<file path="src/rtl/mux_4_way_pkg.sv">
// Shared types for the 4-way gathering arbiter.
package mux_4_way_pkg;

    localparam int unsigned CHANNELS = 4;

    typedef logic [1:0] sel_t;

    typedef enum logic {EMPTY, FULL} state_t;

endpackage

</file>
<file path="src/rtl/mux_4_way_arbiter_grant.sv">
// Combinational 4-way round-robin grant: first requester at or after ptr, wrapping.
module round_robin_grant_4
    import mux_4_way_pkg::*;
(
    input  logic [3:0] req,
    input  sel_t       ptr,
    output logic       grant_valid,
    output sel_t       grant
);

    // Scan farthest offset first so the nearest requester overwrites it.
    always_comb begin
        grant_valid = 1'b0;
        grant       = '0;
        for (int k = 3; k >= 0; k--) begin
            sel_t idx;
            idx = ptr + sel_t'(k);
            if (req[idx]) begin
                grant_valid = 1'b1;
                grant       = idx;
            end
        end
    end

endmodule

</file>
<file path="src/rtl/mux_4_way_arbiter.sv">
// Merges four valid/ready channels into one registered output stream, round-robin arbitrated.
module mux_4_way_arbiter
    import mux_4_way_pkg::*;
#(
    parameter int unsigned WIDTH = 16
) (
    input  logic                      clk,
    input  logic                      rst_n,
    input  logic [CHANNELS-1:0]       in_valid,
    input  logic [CHANNELS*WIDTH-1:0] in_data,
    output logic [CHANNELS-1:0]       in_ready,
    output logic                      out_valid,
    output logic [WIDTH-1:0]          out_data,
    output logic [1:0]                out_select,
    input  logic                      out_ready
);

    state_t           state_q, state_d;
    logic [WIDTH-1:0] data_q, data_d;
    sel_t             sel_q, sel_d;
    sel_t             ptr_q, ptr_d;

    logic             grant_valid;
    sel_t             grant;
    logic             can_accept;
    logic             xfer;
    logic [WIDTH-1:0] words [CHANNELS];

    for (genvar i = 0; i < CHANNELS; i++) begin : g_words
        assign words[i] = in_data[i*WIDTH +: WIDTH];
    end

    round_robin_grant_4 u_grant (
        .req         (in_valid),
        .ptr         (ptr_q),
        .grant_valid (grant_valid),
        .grant       (grant)
    );

    assign can_accept = (state_q == EMPTY) || out_ready;
    // No handshake is offered while reset is held.
    assign xfer       = grant_valid && can_accept && rst_n;

    always_comb begin
        in_ready = '0;
        if (xfer) begin
            in_ready[grant] = 1'b1;
        end
    end

    always_comb begin
        state_d = state_q;
        data_d  = data_q;
        sel_d   = sel_q;
        ptr_d   = ptr_q;
        if (xfer) begin
            state_d = FULL;
            data_d  = words[grant];
            sel_d   = grant;
            ptr_d   = grant + sel_t'(1);
        end else if (state_q == FULL && out_ready) begin
            state_d = EMPTY;
        end
    end

    always_ff @(posedge clk or negedge rst_n) begin
        if (!rst_n) begin
            state_q <= EMPTY;
            data_q  <= '0;
            sel_q   <= '0;
            ptr_q   <= '0;
        end else begin
            state_q <= state_d;
            data_q  <= data_d;
            sel_q   <= sel_d;
            ptr_q   <= ptr_d;
        end
    end

    assign out_valid  = (state_q == FULL);
    assign out_data   = data_q;
    assign out_select = sel_q;

endmodule

</file>
<file path="config.mk">
export PLATFORM = sky130hd
export DESIGN_NAME = mux_4_way_arbiter
export DESIGN_NICKNAME = d
export VERILOG_FILES = /design/src/rtl/mux_4_way_pkg.sv /design/src/rtl/mux_4_way_arbiter_grant.sv /design/src/rtl/mux_4_way_arbiter.sv
export SDC_FILE = /design/constraint.sdc
export NUM_CORES = 1
export LEC_CHECK = 0
export BUFFER_PORTS_ARGS = -buffer_cell sky130_fd_sc_hd__buf_2
export CELL_PAD_IN_SITES_DETAIL_PLACEMENT = 0
export CELL_PAD_IN_SITES_GLOBAL_PLACEMENT = 1
export CORE_MARGIN = 8
export CORE_UTILIZATION = 26
export DETAILED_ROUTE_END_ITERATION = 16
export PLACE_DENSITY_LB_ADDON = 0.2
export REMOVE_ABC_BUFFERS = 1
export SYNTH_ARGS = -nofsm -noshare
export SYNTH_HDL_FRONTEND = slang
export SYNTH_SLANG_ARGS = --single-unit
</file>
<file path="constraint.sdc">
create_clock -name clk -period 1.5 [get_ports clk]
set_input_delay 0.075 -clock clk [delete_from_list [all_inputs] [get_ports clk]]
set_output_delay 0.075 -clock clk [all_outputs]
set_load 0.01 [all_outputs]
</file>
## Word-level counts from Yosys, hierarchy flattened

Cells that the tools add are included.

| cells by class | value |
|---|---|
| add/subtract/negate cells | 4 |
| divide/modulo/power cells | 0 |
| reductions and logical operators | 6 |
| mux-type cells | 24 |
| eq/ne operators | 0 |
| multipliers | 0 |
| shift operators | 0 |
| bitwise logic cells | 2 |
| order comparisons | 7 |

Operators by type and width:

| operator | count |
|---|---|
| $bmux 16 s2 | 1 |
| $mux 16 | 2 |
| $lt 2x3->1 const B | 5 |
| $mux 1 | 11 |
| $bmux 1 s2 | 4 |
| $mux 2 | 4 |
| $add 2x1->2 const B | 2 |
| $add 2x2->2 const B | 2 |
| $logic_and 1x1->1 | 4 |
| $mux 4 | 1 |
| $ge 3x3->1 const B | 1 |
| $not 2->3 | 1 |
| $demux 1 s2 | 1 |
| $ge 2x1->1 const B | 1 |
| $reduce_bool 2->1 | 1 |
| $logic_or 1x1->1 | 1 |
| $not 1->1 | 1 |

| storage, ports and cells | value |
|---|---|
| output and inout bits | 23 |
| bits in read-only memories | 0 |
| input bits | 71 |
| bits in latches | 0 |
| memories | 0 |
| memory bits (writable) | 0 |
| bits in registers | 21 |
| logic and storage cells | 47 |

## Depth between registers and ports, before layout

Gate-level depths: netlist of run 1.

| logic depth | value |
|---|---|
| word-level depth | 12 |
| mapped depth | 7 |
| mapped depth without buffers | 5 |

## Hierarchy

Synthesis of run 1 repeated with hierarchy kept, for this count alone.

| unflattened totals | value |
|---|---|
| cell total of the unflattened synthesis | 91 |
| area total of the unflattened synthesis | 1,407.6 µm² |

By module, submodules not included:

| module | cells an instance | times used | seq. area each (µm²) | area an instance (µm²) |
|---|---|---|---|---|
| mux_4_way_arbiter | 78 | 1 | 525.5 | 1,330.0 |
| round_robin_grant_4 | 13 | 1 | 0.0 | 77.6 |

## Worst setup path after synthesis of run 1

OpenSTA, ideal clock, no wires.

| timing | value |
|---|---|
| path kind | register to register |
| start | register ptr_q[0] |
| end | register data_q[0], in the netlist out_data[0] |
| cell stages (with the launch flop) | 8 |
| library setup time | 138 ps |
| arrival | 1,425 ps |
| path slack | -62 ps |
| required time | 1,362 ps |
| period minus slack after synthesis | 1,562 ps |
| buffers on the path | 2 |
| cells stage by stage | dfrtp_1 -> nand2b_1 -> a21oi_1 -> a211o_1 -> buf_4 -> buf_6 -> mux2i_1 -> o221ai_1 |

| on the way | value |
|---|---|
| longest elaborated chain between the ends | 11 |
| elaborated cells between the ends (all ways) | 25 |
| those cells by class | add/sub: 3; mux: 19; bitwise: 1; reduce/logical: 2 |

RTL lines:

| what | RTL line | source |
|---|---|---|
| start, declared | mux_4_way_arbiter.sv:21 | `sel_t ptr_q, ptr_d;` |
| start signal, assigned | mux_4_way_arbiter.sv:76 | `ptr_q <= ptr_d;` |
| $add 2x2->2 | mux_4_way_arbiter_grant.sv:17 | `idx = ptr + sel_t'(k);` |
| $bmux 1 s2 | mux_4_way_arbiter_grant.sv:18 | `if (req[idx]) begin` |
| $mux 1 (not written as such) | mux_4_way_arbiter_grant.sv:18 |  |
| $mux 2 (4 in series) | mux_4_way_arbiter_grant.sv:18 |  |
| $not 2->3 (not written as such) | mux_4_way_arbiter.sv:58 | `data_d = words[grant];` |
| $bmux 16 s2 | mux_4_way_arbiter.sv:58 |  |
| $mux 16 (not written as such) (2 in series) | mux_4_way_arbiter.sv:58 |  |
| end signal, assigned | mux_4_way_arbiter.sv:74 | `data_q <= data_d;` |
| end, declared | mux_4_way_arbiter.sv:19 | `logic [WIDTH-1:0] data_q, data_d;` |

Parallel ways exist; a longest one is shown, timed or not. The select of a mux whose other input is x is not followed.
A chain may end at the register's enable or synchronous reset.

## Worst setup path in the final report of run 1

| timing | value |
|---|---|
| start | register ptr_q[0] |
| end | output port in_ready[1] |

| on the way | value |
|---|---|
| longest elaborated chain between the ends | 12 |
| elaborated cells between the ends (all ways) | 27 |
| those cells by class | add/sub: 3; order compare: 2; mux: 19; reduce/logical: 3 |

RTL lines:

| what | RTL line | source |
|---|---|---|
| $add 2x2->2 | mux_4_way_arbiter_grant.sv:17 |  |
| $bmux 1 s2 | mux_4_way_arbiter_grant.sv:18 |  |
| $mux 1 (not written as such) | mux_4_way_arbiter_grant.sv:18 |  |
| $mux 2 (4 in series) | mux_4_way_arbiter_grant.sv:18 |  |
| $lt 2x3->1 (not written as such) or $ge 2x1->1 (tied branches) | mux_4_way_arbiter.sv:47 | `in_ready[grant] = 1'b1;` |
| $logic_and 1x1->1 (not written as such) | mux_4_way_arbiter.sv:47 |  |
| $mux 1 (not written as such) | mux_4_way_arbiter.sv:47 |  |
| $demux 1 s2 | mux_4_way_arbiter.sv:47 |  |
| $mux 4 * | mux_4_way_arbiter.sv:46 | `if (xfer) begin` |
| end, declared | mux_4_way_arbiter.sv:11 | `output logic [CHANNELS-1:0] in_ready,` |

Every way passes the cells marked *; elsewhere a longest branch is shown, timed or not. The select of a mux whose other input is x is not followed.

==> flow_summary.yaml, run 1 <==
global_routing:
  met3_usage: 0.0575
  antenna_found_initial: 1
  met1_usage: 0.130
  grt_pass1_vias: 1467
  use_met2: 0.187
  grt_max_degree: 22
  grt_usage: 0.116
  grt_pass1_wl_microns: 6910
  grt-ovfl-total: 0
  grt.busiest_layer: "met2"
timing:
  max_freq_mhz: 613
  finalCriticalPeriod_ns: 1.63
  worstMarginPinSlew_ns: 0.359
  fin_crit_sh: 1.09
  hold_viol_final: 0
  hold_ws_ns: 0.0546
  setup_violations: 21
  drv_slew: 0
  fin_setup_tns_ns: -1.67
  rsz0062_at_grt: "true"
  finClkSkew_ns: 0.00664
  setup_ws_ns: -0.131
  slew-limit-headroom: 0.757
cts:
  htree_levels: 1
  insertion_delay_ns: 0.27
  path_clk_slew_ns: 0.08
  cts_root_buffer: "clkbuf_8"
  cts_made_buffers: 3
  cts.path.max_buffers: 2
  cts_tree: "built"
  cts.sinks: 21
routing:
  dr.first_iter.drc_count: 34
  wl_per_cell_microns: 14.8
  finalWirelength_microns: 4550
  dr.pass1.iters: 4
  routed-via-count: 1393
  drc: 0
  viasPerCell: 4.54
  postRouteAntennaNets: 0
placement:
  gp_congestion: 0.808
  dpl.hpwl_microns: 3520
  port_buffers: 93
run_status:
  outcome: "finished with violations"
  violations: "setup timing"
worst_setup_path:
  crit_slowest_cell: "dfrtp_1"
  cp-start-kind: "flop"
  crit_chain: "nand2b_4 > a21oi_1 > a211o_2 > buf_12 > nor3b_2 > buf_2"
  crit_path_max_fanout: 5
  worstPathArrival_ns: 1.56
  critPathMaxStageDelay_ns: 0.36
  critical_path_class: "flop to output port"
  crit_path_end_kind: "output port"
  cp_data_required_time_ns: 1.42
synth:
  yosys.area.top_type_share: 0.400
  seq_area_frac_synth: 0.400
  syn_area_per_cell_sq_um: 10.3
  ys_top_cells_by_area: "dfrtp_1, mux2i_1, o221ai_1, nand2_1, buf_6"
  synthesis.area_sq_um: 1310
  synthCells: 127
  synth_cell_types: 24
  yosys_warnings: 0
  synth_seq_cells: 21
  synth_top_cell_by_area: "dfrtp_1"
floorplanning:
  fp.dieH_microns: 87.1
  dieArea_sq_um: 7580
  dieWidth_microns: 87.1
  core-area_sq_um: 4980
  initial_utilization: 0.264
  io_pins: 94
  rows: 26
layout:
  final_nets: 309
  mostFrequentLayoutCell: "buf_2"
  final_cell_mix: "buf_2, mux2i_1, nand2_1, dfrtp_1, o221ai_1"
  diodes: 0
  area_growth_pct: 63.5
  drive_above_1_share: 0.553
power_and_ir_drop:
  cellLeakagePower_nw: 1.18
  power_density_nw_per_um2: 1500
  irDropWorstVdd_v: 0.000495
worst_hold_path:
  holdCritPathClass: "input pin to flop"
flow_run:
  maxCapViolCount: 0
[flip-flops by register name, summed over array words and instances (netlist names)]
name,count
out_valid,1
out_select,2
out_data,16
ptr_q,2
[report_power, final]
part | internal (mW) | switching, mW
Clock | 0.185 | 0.200
Sequential | 0.802 | 0.125
Combinational | 1.05 | 0.854
Total | 2.03 | 1.18
[cell usage after synthesis]
master and count:
and3b_1 1, xnor2_1 1, mux2_2 1, buf_2 4, o221ai_1 16, a21oi_1 3
nand2b_1 5, clkbuf_1 1, dfrtp_1 21, or2_1 1, buf_4 3, nand2_1 21
a21o_1 1, mux2i_1 32, nor3_1 1, inv_1 3, a211o_1 1, o21bai_2 1
o21ai_0 2, nor2_1 1, o41ai_1 1, buf_6 3, o22ai_1 1, nor3b_1 2
[stage by stage]
| stage | power, mW | setup slack, ns | instances | area [sq um] | util |
|---|---|---|---|---|---|
| 3_5_place_dp | 2.51 | -0.0443 | 295 | 1930 | 0.388 |
| 2_1_floorplan | 1.82 | -0.792 | 116 | 1230 | - |
| 3_3_place_gp | 2.51 | -0.0400 | 295 | 1930 | 0.388 |
| 4_1_cts | 3.07 | -0.117 | 305 | 2080 | 0.417 |
| 5_1_grt | 3.44 | -0.199 | 307 | 2150 | 0.432 |
| 6_report | 3.21 | -0.131 | 307 | 2150 | 0.432 |
[path summary, 6_finish.rpt]
kind | from | end | slack [ns] | cells after the start
setup / recovery | ptr_q[0]$_DFFE_PN0P_ | in_ready[1] | -0.13 | 6
hold / removal | rst_n | out_valid$_DFFE_PN0P_ | 0.05 | 3
setup reg to reg | ptr_q[0]$_DFFE_PN0P_ | out_data[11]$_DFFE_PN0P_ | -0.12 | 7
hold reg to reg | out_select[0]$_DFFE_PN0P_ | out_select[0]$_DFFE_PN0P_ | 0.48 | 2
max in group asynchronous | rst_n | out_data[0]$_DFFE_PN0P_ | 0.94 | 3
min in group asynchronous | rst_n | out_select[1]$_DFFE_PN0P_ | 0.33 | 3
[cells by family (layout without fill, tap and decap cells)]
kind of cell / after synthesis / count (layout) / share of synthesized area
AND/OR/NAND/NOR: 32 / 32 / 0.113
XOR/XNOR: 1 / 1 / 0.00667
flip-flops: 21 / 21 / 0.400
buffers and inverters: 14 / 124 / 0.0695
multiplexers: 33 / 33 / 0.252
AO/OA/AOI/OAI: 26 / 26 / 0.158
[what timing repair did]
action / CTS / global route
gates resized for setup: 10 / 6
setup buffers: 5 / 0
setup endpoints to repair: 20 / 22
hold endpoints to repair: 21 / 0
hold buffers: 1 / 0
pin swaps: 3 / 11
gates cloned: 0 / 2
[metal layers]
metal | up-vias | routed length (microns)
li1 | 690 | -
met1 | 639 | 1900
met2 | 55 | 2140
met3 | 7 | 455
met4 | 2 | 46
met5 | - | 9
[worst max-delay path: cells and delay by family, from the launching register on]
kind                   cells  cell delay, ns
DFF                        1            0.36
AOI/OAI and AO/OA          2            0.36
buffers and inverters      2            0.29
and+or+nand+nor            2            0.27
[area by class of cell]
class	instances	area, sq um
fillers	487	2830
multi-input cells	92	747
repair buffers	117	731
flip-flops and latches	21	526
well taps	70	87.6
clock buffers	3	41.3
inverters	3	11.3
clock inverters	1	5.00
(Power assumes the default switching activity.)
==> run 2, diff against run 1 <==
--- a/config.mk
+++ b/config.mk
@@ -9,7 +9,8 @@
 export CELL_PAD_IN_SITES_DETAIL_PLACEMENT = 0
 export CELL_PAD_IN_SITES_GLOBAL_PLACEMENT = 1
 export CORE_MARGIN = 8
-export CORE_UTILIZATION = 26
+export CORE_UTILIZATION = 27
+export CTS_BUF_LIST = sky130_fd_sc_hd__clkbuf_4
 export DETAILED_ROUTE_END_ITERATION = 16
 export PLACE_DENSITY_LB_ADDON = 0.2
 export REMOVE_ABC_BUFFERS = 1
==> run 2 against run 1 <==
Compared with the run above: the flow still finishes with violations (setup timing); global-route usage rose by 0.67 points; highest routed layer unchanged; final area rose by 5.6%; non-clock buffer count rose by 4; hold slack got worse by 0.022 ns; clock power fell by 21%; combinational power rose by 14%; cell count rose by 0.33%; first-iteration DRC count rose by 29%; sequential power rose by 1%; worst setup slack got worse by 0.14 ns; register-to-register slack got worse by 0.13 ns.
==> flow_summary.yaml, run 2 (synthesis gave the netlist of run 1 again) <==
layout:
  regArea_sq_um: 527
  multi_input_area_sq_um: 797
  final_cell_mix: "buf_2, mux2i_1, nand2_1"
  final_nets: 313
  largest_reg_flops: 16
  fillCellCount: 454
  diodes: 0
  mostFrequentLayoutCell: "buf_2"
  instances_no_fill: 308
  drive_above_1_share: 0.602
  area_growth_pct: 72.8
global_routing:
  grt-ovfl-total: 0
  grt_usage: 0.123
  grt_max_degree: 22
  antenna_found_initial: 1
  grt_pass1_vias: 1517
  grt_pass1_wl_microns: 7290
worst_hold_path:
  holdCritPathClass: "input pin to flop"
  min-delay-start: "in_data[48]"
placement:
  placed_cells: 290
  dpl.hpwl_microns: 3410
  gp_congestion: 0.711
  port_buffers: 93
floorplanning:
  initial_utilization: 0.278
  fp.dieH_microns: 85.8
  core-area_sq_um: 4720
  rows: 25
  dieWidth_microns: 85.8
  dieArea_sq_um: 7350
  io_pins: 94
worst_setup_path:
  r2r-start: "ptr_q[0]$_DFFE_PN0P_"
  crit_slowest_cell: "dfrtp_2"
  critPathMaxStageDelay_ns: 0.47
  startpoint: "ptr_q[1]$_DFFE_PN0P_"
  worstPathArrival_ns: 1.70
  crit_path_end_kind: "output port"
  crit_path_max_fanout: 5
  r2r_slack_ns: -0.25
  cp_data_required_time_ns: 1.42
  crit_chain: "a21o_1 > a21oi_2 > o21bai_2 > buf_6 > and3b_1 > buf_2"
  critical_path_class: "flop to output port"
  rr_endpoint: "out_data[4]$_DFFE_PN0P_"
  cp-start-kind: "flop"
  endpoint: "in_ready[0]"
  reg2reg_depth: 8
routing:
  postRouteAntennaNets: 0
  dr.pass1.iters: 4
  drc: 0
  dr.first_iter.drc_count: 44
  finalWirelength_microns: 4770
  wl_per_cell_microns: 15.5
  routed-via-count: 1409
  viasPerCell: 4.57
timing:
  hold_viol_final: 0
  finalCriticalPeriod_ns: 1.77
  max_freq_mhz: 565
  setup_ws_ns: -0.271
  fin_crit_sh: 1.18
  fin_setup_tns_ns: -3.44
  finClkSkew_ns: 0.0165
  setup_violations: 22
  drv_slew: 0
  slew-limit-headroom: 0.786
  rsz0062_at_grt: "true"
  worstMarginPinSlew_ns: 0.318
power_and_ir_drop:
  irDropWorstVdd_v: 0.000522
  power_density_nw_per_um2: 1500
  p_total_mw: 3.41
  cellLeakagePower_nw: 1.19
run_status:
  outcome: "finished with violations"
  violations: "setup timing"
flow_run:
  maxCapViolCount: 0
cts:
  cts_made_buffers: 3
  insertion_delay_ns: 0.32
  cts.path.max_buffers: 2
  path_clk_slew_ns: 0.15
  htree_levels: 1
  cts_root_buffer: "clkbuf_4"
  cts.sinks: 21
  cts_tree: "built"
run 2: cell count changes in the layout (fill, tap and decap cells not counted), moves of 2 or more:
cell	previous run	this run
mux2i_1	31	24
mux2i_2	1	8
buf_4	15	10
buf_6	2	6
o221ai_1	16	12
o221ai_2	0	4
clkbuf_4	0	3
clkbuf_8	3	0
dlygate4sd3_1	1	3
run 2: repair_timing:
| action | CTS | global route |
|---|---|---|
| endpoints found under the setup margin | 20 | 23 |
| gates cloned | 1 | 2 |
| resized for setup | 18 | 25 |
| pin swaps | 12 | 17 |
| setup buffers | 7 | 4 |
| endpoints found under the hold margin | 22 | 0 |
| hold buffers | 3 | 0 |
run 2: per-stage QoR:
stage,util,cell area [sq um],worst slack [ns],hold WS [ns]
2_1_floorplan,-,1230,-0.792,-0.221
3_3_place_gp,0.405,1910,-0.0304,0.103
3_5_place_dp,0.405,1910,-0.0566,0.0995
4_1_cts,0.452,2140,-0.247,0.0407
5_1_grt,0.481,2270,-0.384,0.0258
6_report,0.481,2270,-0.271,0.0322
run 2: routing by layer:
metal,vias up,GRT usage,wire length (microns)
met4,2,0.0446,48
met2,59,0.200,2270
met3,7,0.0468,359
li1,697,-,-
met1,644,0.143,2080
met5,-,0,13
run 2: worst max-delay path, delay by kind of cell, from the launching register on:
family | cells | cell delay, ns
simple gates | 1 | 0.18
flops | 1 | 0.47
compound gates | 3 | 0.45
buf+inv | 2 | 0.28
run 2: power breakdown:
| part | leakage, nW | switching [mW] | internal [mW] |
|---|---|---|---|
| sequential | 0.256 | 0.135 | 0.802 |
| clock | 0.0139 | 0.204 | 0.102 |
| combinational | 0.918 | 0.940 | 1.23 |
run 2: final cells by class:
type	count	share of cell area
clock buffer	3	0.00992
timing repair buffer	121	0.362
clock inverter	1	0.00331
multi-input combinational	92	0.351
inverter	3	0.00496
sequential	21	0.232
tap	67	0.0369
run 2: how the worst min path moves through the flow:
| stage | end | slack [ns] | depth (start not counted) |
|---|---|---|---|
| floorplan | out_data[0]$_DFFE_PN0P_ | -0.22 | 0 |
| global placement | out_select[1]$_DFFE_PN0P_ | 0.10 | 2 |
| detailed placement | out_select[1]$_DFFE_PN0P_ | 0.1 | 2 |
| CTS | out_data[8]$_DFFE_PN0P_ | 0.04 | 3 |
| global route | out_data[10]$_DFFE_PN0P_ | 0.03 | 3 |
| finish | out_data[0]$_DFFE_PN0P_ | 0.03 | 3 |
==> run 3, diff against run 2 <==
--- a/config.mk
+++ b/config.mk
@@ -5,7 +5,9 @@
 export SDC_FILE = /design/constraint.sdc
 export NUM_CORES = 1
 export LEC_CHECK = 0
+export ABC_AREA = 1
 export BUFFER_PORTS_ARGS = -buffer_cell sky130_fd_sc_hd__buf_2
+export CAP_MARGIN = 20
 export CELL_PAD_IN_SITES_DETAIL_PLACEMENT = 0
 export CELL_PAD_IN_SITES_GLOBAL_PLACEMENT = 1
 export CORE_MARGIN = 8
@@ -13,6 +15,7 @@
 export CTS_BUF_LIST = sky130_fd_sc_hd__clkbuf_4
 export DETAILED_ROUTE_END_ITERATION = 16
 export PLACE_DENSITY_LB_ADDON = 0.2
+export RECOVER_POWER = 50
 export REMOVE_ABC_BUFFERS = 1
 export SYNTH_ARGS = -nofsm -noshare
 export SYNTH_HDL_FRONTEND = slang
==> run 3 against run 2 <==
Compared with the run above: the flow still finishes with violations (setup timing); hold slack gained 0.022 ns; wire length grew 52%; sequential power grew 9.9%; global-route usage grew 1.6 points; worst setup slack lost 0.34 ns; synthesized cell count grew to 2.6 times the previous value; maximum frequency shrank 16%; critical endpoint unchanged; largest cell class is now multi-input gates.
==> flow_summary.yaml, run 3 <==
floorplanning:
  dieWidth_microns: 99.7
  rows: 30
  fp.dieH_microns: 99.7
  initial_utilization: 0.278
  io_pins: 94
  dieArea_sq_um: 9940
  core-area_sq_um: 6790
synth:
  synth_simple_gate_area_frac: 0.498
  syn_area_per_cell_sq_um: 5.69
  yosys_warnings: 0
  synth_fa_ha_area_frac: 0
  synth_top_cell_by_area: "dfrtp_1"
  synth_compound_area_frac: 0.0139
  synth_cell_types: 18
  synth_xor_area_frac: 0
  ys_top_cells_by_area: "dfrtp_1, nand2_1, nand3_1, inv_1, nand3_2"
  synth.most_common_cell: "nand2_1"
  synthCells: 332
  ys.flop_type: "dfrtp_1"
  seq_area_frac_synth: 0.278
  muxShareOfSynthArea: 0
  yosys-top-cells-count: "nand2_1, inv_1, nand3_1"
  async_flop_share: 1.00
  synth_seq_cells: 21
  synth_edf_count: 0
  synthesis.area_sq_um: 1890
  synth_top_family_by_area: "simple AND/OR/NAND/NOR gates"
  yosys.area.top_type_share: 0.278
routing:
  dr.pass1.iters: 6
  viasPerCell: 4.27
  routed-via-count: 2411
  drc: 0
  wl_per_cell_microns: 12.8
  finalWirelength_microns: 7250
  dr.first_iter.drc_count: 96
  postRouteAntennaNets: 0
timing:
  slew-limit-headroom: 0.611
  drv_slew: 0
  hold_viol_final: 0
  worstMarginPinSlew_ns: 0.583
  max_freq_mhz: 473
  fin_setup_tns_ns: -11.92
  rsz0062_at_grt: "true"
  finalCriticalPeriod_ns: 2.12
  fin_crit_sh: 1.41
  finClkSkew_ns: 0.0134
  setup_ws_ns: -0.616
  setup_violations: 25
  hold_ws_ns: 0.0539
global_routing:
  grt_pass1_wl_microns: 11400
  antenna_found_initial: 0
  grt_max_degree: 22
  grt_pass1_vias: 2423
  grt_usage: 0.139
  grt-ovfl-total: 0
layout:
  mostFrequentLayoutCell: "nand2_1"
  final_cell_area_sq_um: 3150
  final_nets: 540
  drive_above_1_share: 0.410
  largest_reg_flops: 16
  instances_no_fill: 564
  diodes: 0
  final_util: 0.464
  area_growth_pct: 66.6
  final_cell_mix: "nand2_1, buf_2, inv_1"
cts:
  cts_tree: "built"
  insertion_delay_ns: 0.33
  path_clk_slew_ns: 0.12
  cts_root_buffer: "clkbuf_4"
  cts_made_buffers: 3
  cts.sinks: 21
  cts.path.max_buffers: 2
  htree_levels: 1
power_and_ir_drop:
  p_total_mw: 7.91
  cellLeakagePower_nw: 1.98
  irDropWorstVdd_v: 0.00102
  power_density_nw_per_um2: 2510
placement:
  place_area_sq_um: 2600
  placed_cells: 531
  port_buffers: 93
  dpl.hpwl_microns: 5010
  gp_congestion: 0.870
  place_ws_ns: -0.283
worst_hold_path:
  hold_end: "out_valid$_DFFE_PN0P_"
  min-delay-start: "out_ready"
  min_path_cells: 4
  holdCritPathClass: "input pin to flop"
worst_setup_path:
  rr_endpoint: "out_data[11]$_DFFE_PN0P_"
  worstPathArrival_ns: 2.04
  r2r_slack_ns: -0.52
  crit_path_end_kind: "output port"
  startpoint: "ptr_q[0]$_DFFE_PN0P_"
  cp_data_required_time_ns: 1.42
  reg2reg_depth: 16
  critical_path_class: "flop to output port"
  crit_path_max_fanout: 8
  r2r-start: "ptr_q[0]$_DFFE_PN0P_"
  cp-start-kind: "flop"
run_status:
  outcome: "finished with violations"
  violations: "setup timing"
flow_run:
  maxCapViolCount: 0
-- run 3: worst max-delay path by stage --
stage	cells past startpoint	to	slack [ns]
after floorplan	11	out_data[0]$_DFFE_PN0P_	-0.58
after global placement	11	in_ready[0]	-0.27
after CTS	12	in_ready[3]	-0.52
after global routing	12	in_ready[0]	-0.73
after detailed placement	11	in_ready[0]	-0.28
final	13	in_ready[0]	-0.62
-- run 3: repair_timing --
action                     4_1_cts  5_1_grt
setup endpoints to repair       25       25
cloned                           1        2
hold endpoints to repair        21        0
hold buffers                     1        0
gates resized for setup         43       13
buffers inserted                22        6
pin swaps                       19       10
-- run 3: kinds of logic (layout without fill, tap and decap cells) --
family	Yosys count	in the layout
compound gates	4	4
buf+inv	94	230
flops	21	21
simple gates	213	213
-- run 3: final cells by class --
class                           instances  area (sq um)
Multi-Input combinational cell        217          1140
Clock buffer                            3          22.5
Clock inverter                          1          7.51
Inverter                               79           302
Tap cell                               96           120
Timing Repair Buffer                  147          1030
Sequential cell                        21           528
Fill cell                             732          3640
-- run 3: power by group --
| part | internal [mW] | leakage [nW] | total (mW) | switching (mW) |
|---|---|---|---|---|
| Combinational | 3.17 | 1.71 | 6.58 | 3.41 |
| Clock | 0.102 | 0.0139 | 0.303 | 0.201 |
| Sequential | 0.841 | 0.258 | 1.03 | 0.186 |
-- run 3: layer usage --
| layer | GRT usage | wire length (microns) | part of all wire | vias to the layer above |
|---|---|---|---|---|
| li1 | - | - | - | 1261 |
| met1 | 0.174 | 3200 | 0.44 | 1073 |
| met2 | 0.234 | 3580 | 0.49 | 68 |
| met3 | 0.0342 | 392 | 0.054 | 9 |
| met4 | 0.0279 | 70 | 0.0097 | 0 |
| met5 | 0 | 0 | 0 | - |
-- run 3: worst max-delay path, cell delays in order, from the launching register on --
cell and delay (ns):
dfrtp_2 0.51, clkinv_4 0.11, nand2_1 0.07, nand2_2 0.10, nand2_4 0.08, nand3_4 0.11
nand2_4 0.07, nand2_8 0.08, buf_12 0.11, nand2_8 0.05, nor2_4 0.14, inv_2 0.06
nor2_2 0.10, buf_2 0.13
